File: src/rtl/ps2_key_rx.sv
// PS/2 keyboard receiver: synchronises and filters the pin pair, deserialises host-receive frames
// and folds E0/F0 prefixes into toggle-announced 11-bit key events.
module ps2_key_rx #(
   parameter int unsigned FILTER_LEN = 8,
   parameter int unsigned TIMEOUT    = 25000
) (
   input  logic        clk_sys,
   input  logic        reset,
   input  logic        ps2_clk,
   input  logic        ps2_data,
   output logic [10:0] ps2_key,
   output logic        key_stb,
   output logic        frame_err
);

   localparam int unsigned FW = $clog2(FILTER_LEN + 1);
   localparam int unsigned TW = $clog2(TIMEOUT + 1);

   typedef enum logic [1:0] {StIdle, StData, StParity, StStop} state_e;

   logic          clk_s1_q, clk_s2_q, dat_s1_q, dat_s2_q;
   logic          filt_q, filt_d, filt_d1_q;
   logic [FW-1:0] fcnt_q, fcnt_d;
   logic          fall;

   state_e        state_q, state_d;
   logic [2:0]    cnt_q, cnt_d;
   logic [7:0]    shift_q, shift_d;
   logic          par_q, par_d;
   logic [TW-1:0] tcnt_q, tcnt_d;
   logic          ext_q, ext_d, rel_q, rel_d;
   logic [10:0]   key_q, key_d;
   logic          stb_q, stb_d, err_q, err_d;

   always_ff @(posedge clk_sys or posedge reset) begin
      if (reset) begin
         clk_s1_q  <= 1'b1;
         clk_s2_q  <= 1'b1;
         dat_s1_q  <= 1'b1;
         dat_s2_q  <= 1'b1;
         filt_q    <= 1'b1;
         filt_d1_q <= 1'b1;
         fcnt_q    <= '0;
         state_q   <= StIdle;
         cnt_q     <= '0;
         shift_q   <= '0;
         par_q     <= 1'b0;
         tcnt_q    <= '0;
         ext_q     <= 1'b0;
         rel_q     <= 1'b0;
         key_q     <= '0;
         stb_q     <= 1'b0;
         err_q     <= 1'b0;
      end else begin
         clk_s1_q  <= ps2_clk;
         clk_s2_q  <= clk_s1_q;
         dat_s1_q  <= ps2_data;
         dat_s2_q  <= dat_s1_q;
         filt_q    <= filt_d;
         filt_d1_q <= filt_q;
         fcnt_q    <= fcnt_d;
         state_q   <= state_d;
         cnt_q     <= cnt_d;
         shift_q   <= shift_d;
         par_q     <= par_d;
         tcnt_q    <= tcnt_d;
         ext_q     <= ext_d;
         rel_q     <= rel_d;
         key_q     <= key_d;
         stb_q     <= stb_d;
         err_q     <= err_d;
      end
   end

   // Count consecutive samples that disagree with the filtered level; any agreeing sample restarts.
   always_comb begin
      filt_d = filt_q;
      fcnt_d = '0;
      if (clk_s2_q != filt_q) begin
         if (fcnt_q == FW'(FILTER_LEN - 1)) filt_d = clk_s2_q;
         else                               fcnt_d = fcnt_q + 1'b1;
      end
   end

   assign fall = filt_d1_q & ~filt_q;

   always_comb begin
      state_d = state_q;
      cnt_d   = cnt_q;
      shift_d = shift_q;
      par_d   = par_q;
      ext_d   = ext_q;
      rel_d   = rel_q;
      key_d   = key_q;
      stb_d   = 1'b0;
      err_d   = 1'b0;

      if (state_q == StIdle || fall) tcnt_d = '0;
      else                           tcnt_d = tcnt_q + 1'b1;

      if (fall) begin
         unique case (state_q)
            StIdle: begin
               if (!dat_s2_q) begin
                  state_d = StData;
                  cnt_d   = '0;
               end
            end
            StData: begin
               shift_d = {dat_s2_q, shift_q[7:1]};
               cnt_d   = cnt_q + 1'b1;
               if (cnt_q == 3'd7) state_d = StParity;
            end
            StParity: begin
               par_d   = dat_s2_q;
               state_d = StStop;
            end
            StStop: begin
               state_d = StIdle;
               ext_d   = 1'b0;
               rel_d   = 1'b0;
               if (dat_s2_q && (^{shift_q, par_q})) begin
                  case (shift_q)
                     8'hE0: begin
                        ext_d = 1'b1;
                        rel_d = rel_q;
                     end
                     8'hF0: begin
                        rel_d = 1'b1;
                        ext_d = ext_q;
                     end
                     8'hE1, 8'h00, 8'hFF, 8'hAA, 8'hFA, 8'hEE, 8'hFE: ;
                     default: begin
                        key_d = {~key_q[10], ~rel_q, ext_q, shift_q};
                        stb_d = 1'b1;
                     end
                  endcase
               end else begin
                  err_d = 1'b1;
               end
            end
            default: state_d = StIdle;
         endcase
      end else if (state_q != StIdle && tcnt_q == TW'(TIMEOUT - 1)) begin
         state_d = StIdle;
         err_d   = 1'b1;
         ext_d   = 1'b0;
         rel_d   = 1'b0;
      end
   end

   assign ps2_key   = key_q;
   assign key_stb   = stb_q;
   assign frame_err = err_q;

endmodule
File: config.mk
export PLATFORM = sky130hd
export DESIGN_NAME = ps2_key_rx
export DESIGN_NICKNAME = d
export VERILOG_FILES = /design/src/rtl/ps2_key_rx.sv
export SDC_FILE = /design/constraint.sdc
export NUM_CORES = 1
export LEC_CHECK = 0
export ABC_AREA = 1
export BUFFER_PORTS_ARGS = -buffer_cell sky130_fd_sc_hd__buf_2
export CAP_MARGIN = 5
export CELL_PAD_IN_SITES_DETAIL_PLACEMENT = 0
export CELL_PAD_IN_SITES_GLOBAL_PLACEMENT = 2
export CORE_UTILIZATION = 33
export CTS_CLUSTER_SIZE = 40
export DETAILED_ROUTE_END_ITERATION = 10
export PLACE_DENSITY_LB_ADDON = 0.08
export SLEW_MARGIN = 15
export SYNTH_ARGS = -nofsm -noshare
export SYNTH_HDL_FRONTEND = slang
export SYNTH_SLANG_ARGS = --single-unit
File: constraint.sdc
create_clock -name clk_sys -period 1.6 [get_ports clk_sys]
set_input_delay 0.16 -clock clk_sys [delete_from_list [all_inputs] [get_ports clk_sys]]
set_output_delay 0.16 -clock clk_sys [all_outputs]
set_load 0.02 [all_outputs]
==> results.toml, run 1 <==
[synthesis]
yosys_warnings = 0
synth.avg_cell_area_um2 = 8.33
yosysTopAreaCell = "dfrtp_1"
synth_edf_count = 0
yosys.area.top_type_share_pct = 45.4
synth_fp_nets = 330
synth.top_cells.by_count = "nand2_1 (84), dfrtp_1 (48), inv_1 (39)"
netlist_instances = 318
synth.area.top_cells = "dfrtp_1 (45%), nand2_1 (12%), dfstp_2 (6.0%)"
async_reset_ff_share_pct = 100
yosysSeqAreaShare_pct = 51.3
synth_seq_cells = 54
synthFlopType = "dfrtp_1"
post-synth-top-count-cell = "nand2_1"
synth_cell_types = 28
netlist_area_um2 = 2650

[timing]
final.setup_skew_ps = 7.42
fin_tns_setup_ps = 0
clock.fmax_mhz = 632
min_period_over_period_pct = 98.9
slew_headroom_pct = 79.3
finalHoldViolCount = 0
fin_crit_ps = 1580
setup_viol = 0
tightest_slew_ps = 309
grt_setup_unrepaired = "yes"
finalMaxSlewViolations = 0

[cts]
clkSinkCount = 54
insertion_delay_ps = 320
clk_pin_slew_worst_paths_ps = 110
cts_buffers = 5
root_buffer = "clkbuf_8"
htreeDepth = 2
cts_tree = "yes"
cts_buffer_depth = 2

[route]
drcViolationCount = 0
drtIter0Drc = 64
finalWirelength_um = 5790
dr.pass1.iters = 4
wire_per_inst_um = 11.9
via_count = 2208
vias_per_cell = 4.53
drt.antenna.violating_nets = 0

[worst_setup_path]
worst_ep_required_time_ps = 1820
r2r-start = "shift_q[1]"
endpoint_kind = "register"
arrival_ps = 1810
worst_setup_path_start_kind = "register"
r2r_slack_ps = 20
crit_fanout = 21
rr_worst_depth = 11
critical_path_class = "reg2reg"
r2r-end = "ps2_key[8]"

[grt]
grt_overflow = 0
grt_start_max_net_pins = 55
grt_pass1_wl_um = 10200
grt_pass1_vias = 2217
antenna_found_initial = 0
track_usage_pct = 15.5

[floorplanning]
die_x_um = 91.6
ios = 17
dieArea_um2 = 8390
core_um2 = 7730
die_h_um = 91.6
core.rowCount = 32
initial_core_util_pct = 34.3

[status]
outcome = "finished clean"

[power]
ir_worst_vdd_v = 0.000354
total_power_mw = 3.05
powerDensity_nw_per_um2 = 881
p_leak_nw = 1.65

[hold_path]
hold_path_depth = 0
worstHoldPathType = "reg2reg"
hp-start = "dat_s1_q"
min_to = "dat_s2_q"

[layout]
area_delta_synth_final_pct = 30.8
finalNetCount = 396
drive_above_1_share_pct = 36.6
fillCellCount = 812
utilization_pct = 44.8
antenna_cells = 0

[placement]
port_buffers = 16
post-dp-hpwl_um = 4110
place_congestion = 0.757

[flow_run]
drv_cap = 0
==> stage by stage <==
stage,setup WS [ps],instances,area (um2),hold WS (ps)
after floorplan,70.5,318,2650,164
final,18.1,487,3460,362
after detailed placement,-85.7,466,3100,248
after global routing,-127,487,3460,369
after CTS,-44.3,479,3260,364
after global placement,-70.6,466,3100,240
==> routing by layer <==
layer	wire [um]	GRT usage [%]	up-vias
met1	2820	20.1	1027
met2	2750	25.9	25
met5	0	0	-
li1	-	-	1149
met3	141	3.27	7
met4	72	4.37	0
==> cell usage in the layout, fill, tap and decap left out <==
cell           count
o21ai_0           24
xnor2_1            2
inv_6              1
o21ai_1            5
xor2_1             2
buf_4             41
dlygate4sd3_1      3
nand4_1            4
nor2_1            23
nand2_2           17
inv_1             32
o21ai_2           10
buf_12             2
o221ai_2           1
inv_8              1
mux2i_1            1
dfstp_2            6
nand3b_1           1
clkinv_4           1
ha_2               2
ha_1               6
inv_2             11
dfrtp_1           45
dfrtp_2            3
nand2_1           69
nand3_2            7
buf_2             16
nor3_4             1
mux2_2             1
clkbuf_8           5
a21oi_1            8
nand3_1           17
a21oi_2            2
nand3_4            1
nor2_4             3
nor3_2             1
o21a_4             1
o21bai_1           1
nor2_2             7
nor3_1             1
==> timing repair <==
item | CTS | global route
pin swaps | 1 | 10
resized for setup | 9 | 49
buffers inserted | 2 | 8
endpoints found under the hold margin | 50 | 0
hold buffers | 3 | 0
endpoints found under the setup margin | 15 | 25
==> kinds of logic (layout without fill, tap and decap cells) <==
| family | after synthesis | after routing | share of synthesized area (%) |
|---|---|---|---|
| AO/OA/AOI/OAI | 52 | 52 | 11.4 |
| XOR/XNOR | 4 | 4 | 1.32 |
| adder cells (fa/ha/maj) | 8 | 8 | 3.78 |
| AND/OR/NAND/NOR | 152 | 152 | 24.2 |
| multiplexers | 2 | 2 | 0.803 |
| buffers and inverters | 46 | 113 | 7.09 |
| flip-flops | 54 | 54 | 51.3 |
==> where the power goes <==
part	internal, mW	switching (mW)
Clock	0.329	0.516
Combinational	0.295	0.368
Sequential	1.48	0.0652
Total	2.10	0.949
==> critical path, stage by stage, from the launching register on <==
cell     delay, ps
dfrtp_2        460
inv_1           80
nand2_1         80
nor2_1         200
nand3_2        120
nand3_1        100
nor2_1          50
nand2_2         80
buf_12         160
inv_2           60
nand2_1         60
nand2_1         40
==> how the worst max path moves through the flow <==
stage                  end  slack (ps)        from
6_report        ps2_key[8]          20  shift_q[1]
5_1_grt         ps2_key[8]        -130  shift_q[6]
4_1_cts         ps2_key[8]         -40  shift_q[5]
3_5_place_dp    ps2_key[8]         -90  shift_q[4]
3_3_place_gp   ps2_key[10]         -70  shift_q[6]
2_1_floorplan   ps2_key[4]          70   filt_d1_q
==> cell type report <==
class / instances / area (um2) / share of cell area, %
clock inverter: 3 / 28.8 / 0.831
inverter: 43 / 161 / 4.66
multi-input combinational: 218 / 1250 / 36.2
timing repair buffer: 62 / 458 / 13.2
sequential: 54 / 1360 / 39.4
clock buffer: 5 / 68.8 / 1.99
tap: 102 / 128 / 3.69
==> sequential cells by signal (all words and copies together), names as in the netlist <==
name / count
fcnt_q: 4
clk_s1_q: 1
ext_q: 1
tcnt_q: 15
par_q: 1
filt_d1_q: 1
dat_s2_q: 1
cnt_q: 3
clk_s2_q: 1
key_stb: 1
frame_err: 1
shift_q: 8
filt_q: 1
dat_s1_q: 1
state_q: 2
rel_q: 1
ps2_key: 11
No activity file was read; power rests on OpenSTA's default activity.
==> inputs of run 2 (changes only) <==
--- a/config.mk
+++ b/config.mk
@@ -13,7 +13,7 @@
 export CORE_UTILIZATION = 33
 export CTS_CLUSTER_SIZE = 40
 export DETAILED_ROUTE_END_ITERATION = 10
-export PLACE_DENSITY_LB_ADDON = 0.08
+export PLACE_DENSITY_LB_ADDON = 0.1
 export SLEW_MARGIN = 15
 export SYNTH_ARGS = -nofsm -noshare
 export SYNTH_HDL_FRONTEND = slang
==> run 2 against run 1 <==
  * The flow now finishes with violations (setup timing)
  * Clock power decreased by 2%
  * Register-to-register slack worse by 50 ps
  * First-iteration DRC count grew 36%
  * Maximum frequency shrank 3.0%
  * Core utilization rose by 2.5 points
  * Critical path depth unchanged
  * Combinational power decreased by 3.3%
  * Final cell count up 1.8%
  * Sequential power hardly changed
  * Design area increased by 5.5%
  * Die area is the same
  * Critical path type unchanged
  * Critical endpoint is now ps2_key[3]
==> results.toml, run 2 (synthesized netlist as in run 1, its figures left out) <==
[timing]
timing.hold.ws_ps = 363
fin_crit_ps = 1630
min_period_over_period_pct = 102
clock.fmax_mhz = 613
tightest_slew_ps = 291
slew_headroom_pct = 80.6
grt_setup_unrepaired = "yes"
finalHoldViolCount = 0
finalMaxSlewViolations = 0
final.setup_skew_ps = 6.54
worst_slack_ps = -30.8
setup_viol = 8

[layout]
antenna_cells = 0
fin_area_um2 = 3650
area_delta_synth_final_pct = 37.9
final_common_cell = "nand2_1"
multi_input_area_um2 = 1350
drive_above_1_share_pct = 42.9
fillCellCount = 743
utilization_pct = 47.3
fin_cells = 496
largest_reg_flops = 15
regArea_um2 = 1370
mostFrequentLayoutCells = "nand2_1 (55), buf_4 (47), dfrtp_1 (42), inv_1 (29), o21ai_0 (27)"
finalNetCount = 405
top_register = "tcnt_q"

[worst_setup_path]
endpoint_kind = "register"
cp_slowest_stage_delay_ps = 440
worst_ep_required_time_ps = 1850
worst_setup_path_start_kind = "register"
arrival_ps = 1880
cp_common_cell = "nand2_2"
path_delay_family = "simple AND/OR/NAND/NOR gates"
worst-path-buf-inv = 2
critical_path_class = "reg2reg"
critical_path.cell_chain = "inv_2, nand2_2, nand2_2, nand2_2, nand2_2, nand2_2, nand3_2, a21oi_2, nand2_4, clkbuf_16, o21ai_2"
cpMaxStageDelayCell = "dfrtp_1"
crit_fanout = 7

[route]
vias_per_cell = 4.47
finalWirelength_um = 5960
drt.antenna.violating_nets = 0
drcViolationCount = 0
via_count = 2217
wire_per_inst_um = 12.0
dr.pass1.iters = 4
drtIter0Drc = 87

[placement]
place_congestion = 0.725
dp_cells = 473
dp_slack_ps = -74.9
placed_area_um2 = 3150
post-dp-hpwl_um = 4230
port_buffers = 16

[floorplanning]
core.rowCount = 32
core_um2 = 7730
dieArea_um2 = 8390
initial_core_util_pct = 34.3
ios = 17
die_h_um = 91.6
die_x_um = 91.6

[grt]
grt_pass1_vias = 2139
grt_pass1_wl_um = 10400
grt_start_max_net_pins = 55
grt_overflow = 0
antenna_found_initial = 0
track_usage_pct = 15.7

[status]
violations = "setup timing"
outcome = "complete, but fails checks"

[cts]
cts_buffers = 5
cts_buffer_depth = 2
insertion_delay_ps = 310
cts_tree = "yes"
clkSinkCount = 54
htreeDepth = 2
clk_pin_slew_worst_paths_ps = 110
root_buffer = "clkbuf_8"

[flow_run]
drv_cap = 0

[hold_path]
worstHoldPathType = "reg2reg"

[power]
powerDensity_nw_per_um2 = 828
ir_worst_vdd_v = 0.000337
p_leak_nw = 1.74
run 2: changes by cell type in the layout (fill, tap and decap cells not counted), moves of 6 or more:
cell / before / now
nand2_4: 0 / 7
buf_4: 41 / 47
nand2_1: 69 / 55
nand2_2: 17 / 24
run 2: what timing repair did:
item	CTS	global route
setup endpoints to repair	13	23
gates cloned	0	1
setup buffers	4	7
hold buffers	3	0
pin swaps	4	29
hold endpoints to repair	50	0
resized for setup	13	75
run 2: per-layer routing:
metal | global-route usage (%) | up-vias | wire length [um]
met5 | 0 | - | 0
met4 | 4.37 | 0 | 71
met3 | 2.76 | 5 | 142
met2 | 22.5 | 22 | 2520
met1 | 24.0 | 1016 | 3230
li1 | - | 1174 | -
run 2: worst register-to-register path: stages (launching register included):
cell	delay, ps
dfrtp_1	440
inv_2	80
nand2_2	80
nand2_2	70
nand2_2	90
nand2_2	50
nand2_2	60
nand3_2	90
a21oi_2	180
nand2_4	110
clkbuf_16	180
o21ai_2	130
run 2: worst paths after layout:
check                                 from          to  slack (ps)  cells past startpoint
worst max-delay path            shift_q[2]  ps2_key[3]         -30                     11
worst min-delay path              clk_s1_q    clk_s2_q         360                      0
worst max register to register  shift_q[2]  ps2_key[3]         -30                     11
worst min register to register    clk_s1_q    clk_s2_q         360                      0
max in group asynchronous            reset    dat_s2_q         870                      4
min in group asynchronous            reset   tcnt_q[5]         440                      4
run 2: cell type report:
class / instances / area share, %
clock buffers: 5 / 1.88
clock inverters: 3 / 0.788
inverters: 43 / 4.49
multi-input cells: 218 / 36.9
flip-flops and latches: 54 / 37.4
well taps: 102 / 3.49
repair buffers: 71 / 15.1
run 2: power by group:
group	switching [mW]	internal [mW]	total (mW)
clock	0.500	0.326	0.826
combinational	0.363	0.278	0.641
sequential	0.0801	1.48	1.56
run 2: stage by stage:
step                      total power, mW  TNS, ps
after floorplan                      1.92        0
after CTS                            3.01    -16.1
after detailed placement             2.15     -689
after global placement               2.15     -488
final                                3.02     -139
after global routing                 3.21    -1700
==> inputs of run 3 (changes only) <==
--- a/config.mk
+++ b/config.mk
@@ -13,7 +13,7 @@
 export CORE_UTILIZATION = 33
 export CTS_CLUSTER_SIZE = 40
 export DETAILED_ROUTE_END_ITERATION = 10
-export PLACE_DENSITY_LB_ADDON = 0.1
+export PLACE_DENSITY_LB_ADDON = 0.2
 export SLEW_MARGIN = 15
 export SYNTH_ARGS = -nofsm -noshare
 export SYNTH_HDL_FRONTEND = slang
==> run 3 against run 2 <==
  * The flow still finishes with violations (setup timing)
  * Design area down 3.0%
  * Largest cell class unchanged
  * Wire length down 0.18%
  * Via count down 1.1%
  * Sequential cell count unchanged
  * Maximum frequency down 2.2%
  * Sequential share of layout area up 1.1 points
  * Core utilization down 1.4 points
==> results.toml, run 3 (synthesized netlist as in run 1, its figures left out) <==
[timing]
tightest_slew_ps = 424
finalHoldViolCount = 0
grt_setup_unrepaired = "yes"
worst_slack_ps = -67.4
slew_headroom_pct = 71.7
timing.hold.ws_ps = 361
setup_viol = 11
finalMaxSlewViolations = 0
min_period_over_period_pct = 104
fin_crit_ps = 1670
clock.fmax_mhz = 600
final.setup_skew_ps = 10.8

[grt]
grt_pass1_vias = 2168
grt_pass1_wl_um = 9800
track_usage_pct = 14.8
antenna_found_initial = 0
grt_start_max_net_pins = 34
grt_overflow = 0

[floorplanning]
dieArea_um2 = 8390
core.rowCount = 32
ios = 17
die_h_um = 91.6
core_um2 = 7730
initial_core_util_pct = 34.3
die_x_um = 91.6

[layout]
top_register = "tcnt_q"
largest_reg_flops = 15
final_common_cell = "nand2_1"
drive_above_1_share_pct = 41.1
antenna_cells = 0
fin_area_um2 = 3540
area_delta_synth_final_pct = 33.8
utilization_pct = 45.8
mostFrequentLayoutCells = "nand2_1 (56), dfrtp_1 (43), buf_4 (41), inv_1 (28), nand2_2 (26)"
finalNetCount = 398

[cts]
cts_buffer_depth = 2
cts_buffers = 5
htreeDepth = 2
clkSinkCount = 54
clk_pin_slew_worst_paths_ps = 110
root_buffer = "clkbuf_8"
insertion_delay_ps = 310
cts_tree = "yes"

[flow_run]
drv_cap = 0

[worst_setup_path]
endpoint_kind = "register"
critical_path.cell_chain = "inv_2, nand2_2, nand2_2, nand2_2, nand2_2, nand2_2, nand3_4, a21oi_4, nand2_4, clkbuf_16, nand2_1, o21ai_2"
worst-path-buf-inv = 2
worst_setup_path_start_kind = "register"
path_delay_family = "simple AND/OR/NAND/NOR gates"
worst_ep_required_time_ps = 1810
cp_common_cell = "nand2_2"
arrival_ps = 1880
cp_slowest_stage_delay_ps = 470
cpMaxStageDelayCell = "dfrtp_2"
critical_path_class = "reg2reg"
crit_fanout = 7

[route]
vias_per_cell = 4.48
wire_per_inst_um = 12.2
drcViolationCount = 0
finalWirelength_um = 5950
drt.antenna.violating_nets = 0
dr.pass1.iters = 4
via_count = 2192
drtIter0Drc = 67

[hold_path]
worstHoldPathType = "reg2reg"

[placement]
port_buffers = 16
place_congestion = 0.792
placed_area_um2 = 3090
post-dp-hpwl_um = 4200

[status]
outcome = "complete, but fails checks"
violations = "setup timing"

[power]
ir_worst_vdd_v = 0.000308
p_leak_nw = 1.68
powerDensity_nw_per_um2 = 857
-- run 3: changes by cell type in the layout (fill, tap and decap cells not counted), sizes merged --
cell	delta
clkbuf	+1
clkinv	-1
buf	-8
inv	+1
-- run 3: path summary, 6_finish.rpt --
path / start / slack [ps] / cells past startpoint / endpoint
hold / removal: dat_s1_q / 360 / 0 / dat_s2_q
setup reg to reg: shift_q[7] / -70 / 12 / ps2_key[6]
max in group asynchronous: reset / 770 / 4 / dat_s1_q
hold reg to reg: dat_s1_q / 360 / 0 / dat_s2_q
setup / recovery: shift_q[7] / -70 / 12 / ps2_key[6]
min in group asynchronous: reset / 420 / 4 / fcnt_q[1]
-- run 3: cell type report --
class | count | area [um2]
Fill cell | 805 | 4190
Clock inverter | 3 | 26.3
Sequential cell | 54 | 1370
Inverter | 43 | 164
Multi-Input combinational cell | 218 | 1290
Tap cell | 102 | 128
Clock buffer | 5 | 68.8
Timing Repair Buffer | 64 | 499
-- run 3: report_power, final --
group / total [mW] / switching (mW) / internal, mW
logic: 0.673 / 0.379 / 0.293
registers: 1.55 / 0.0727 / 1.48
clock network: 0.814 / 0.490 / 0.323
-- run 3: metrics by stage --
stage | power (mW) | cells | TNS (ps) | worst slack [ps]
after floorplan | 1.92 | 318 | 0 | 70.5
after global placement | 2.13 | 466 | -496 | -52.1
after detailed placement | 2.14 | 466 | -668 | -81.7
after CTS | 2.98 | 478 | -148 | -34.2
after global routing | 3.23 | 489 | -2000 | -189
final | 3.04 | 489 | -520 | -67.4
-- run 3: timing repair --
action | CTS | global route
cloned | 0 | 3
resized for setup | 8 | 70
hold endpoints to repair | 50 | 0
hold buffers | 3 | 0
pin swaps | 3 | 10
setup buffers | 1 | 8
endpoints found under the setup margin | 13 | 24
-- run 3: per-layer routing --
metal | vias up | part of all wire (%) | track usage [%]
li1 | 1157 | - | -
met1 | 1004 | 49 | 19.6
met2 | 27 | 48 | 24.7
met3 | 4 | 2.4 | 2.76
met4 | 0 | 0.82 | 3.97
met5 | - | 0 | 0
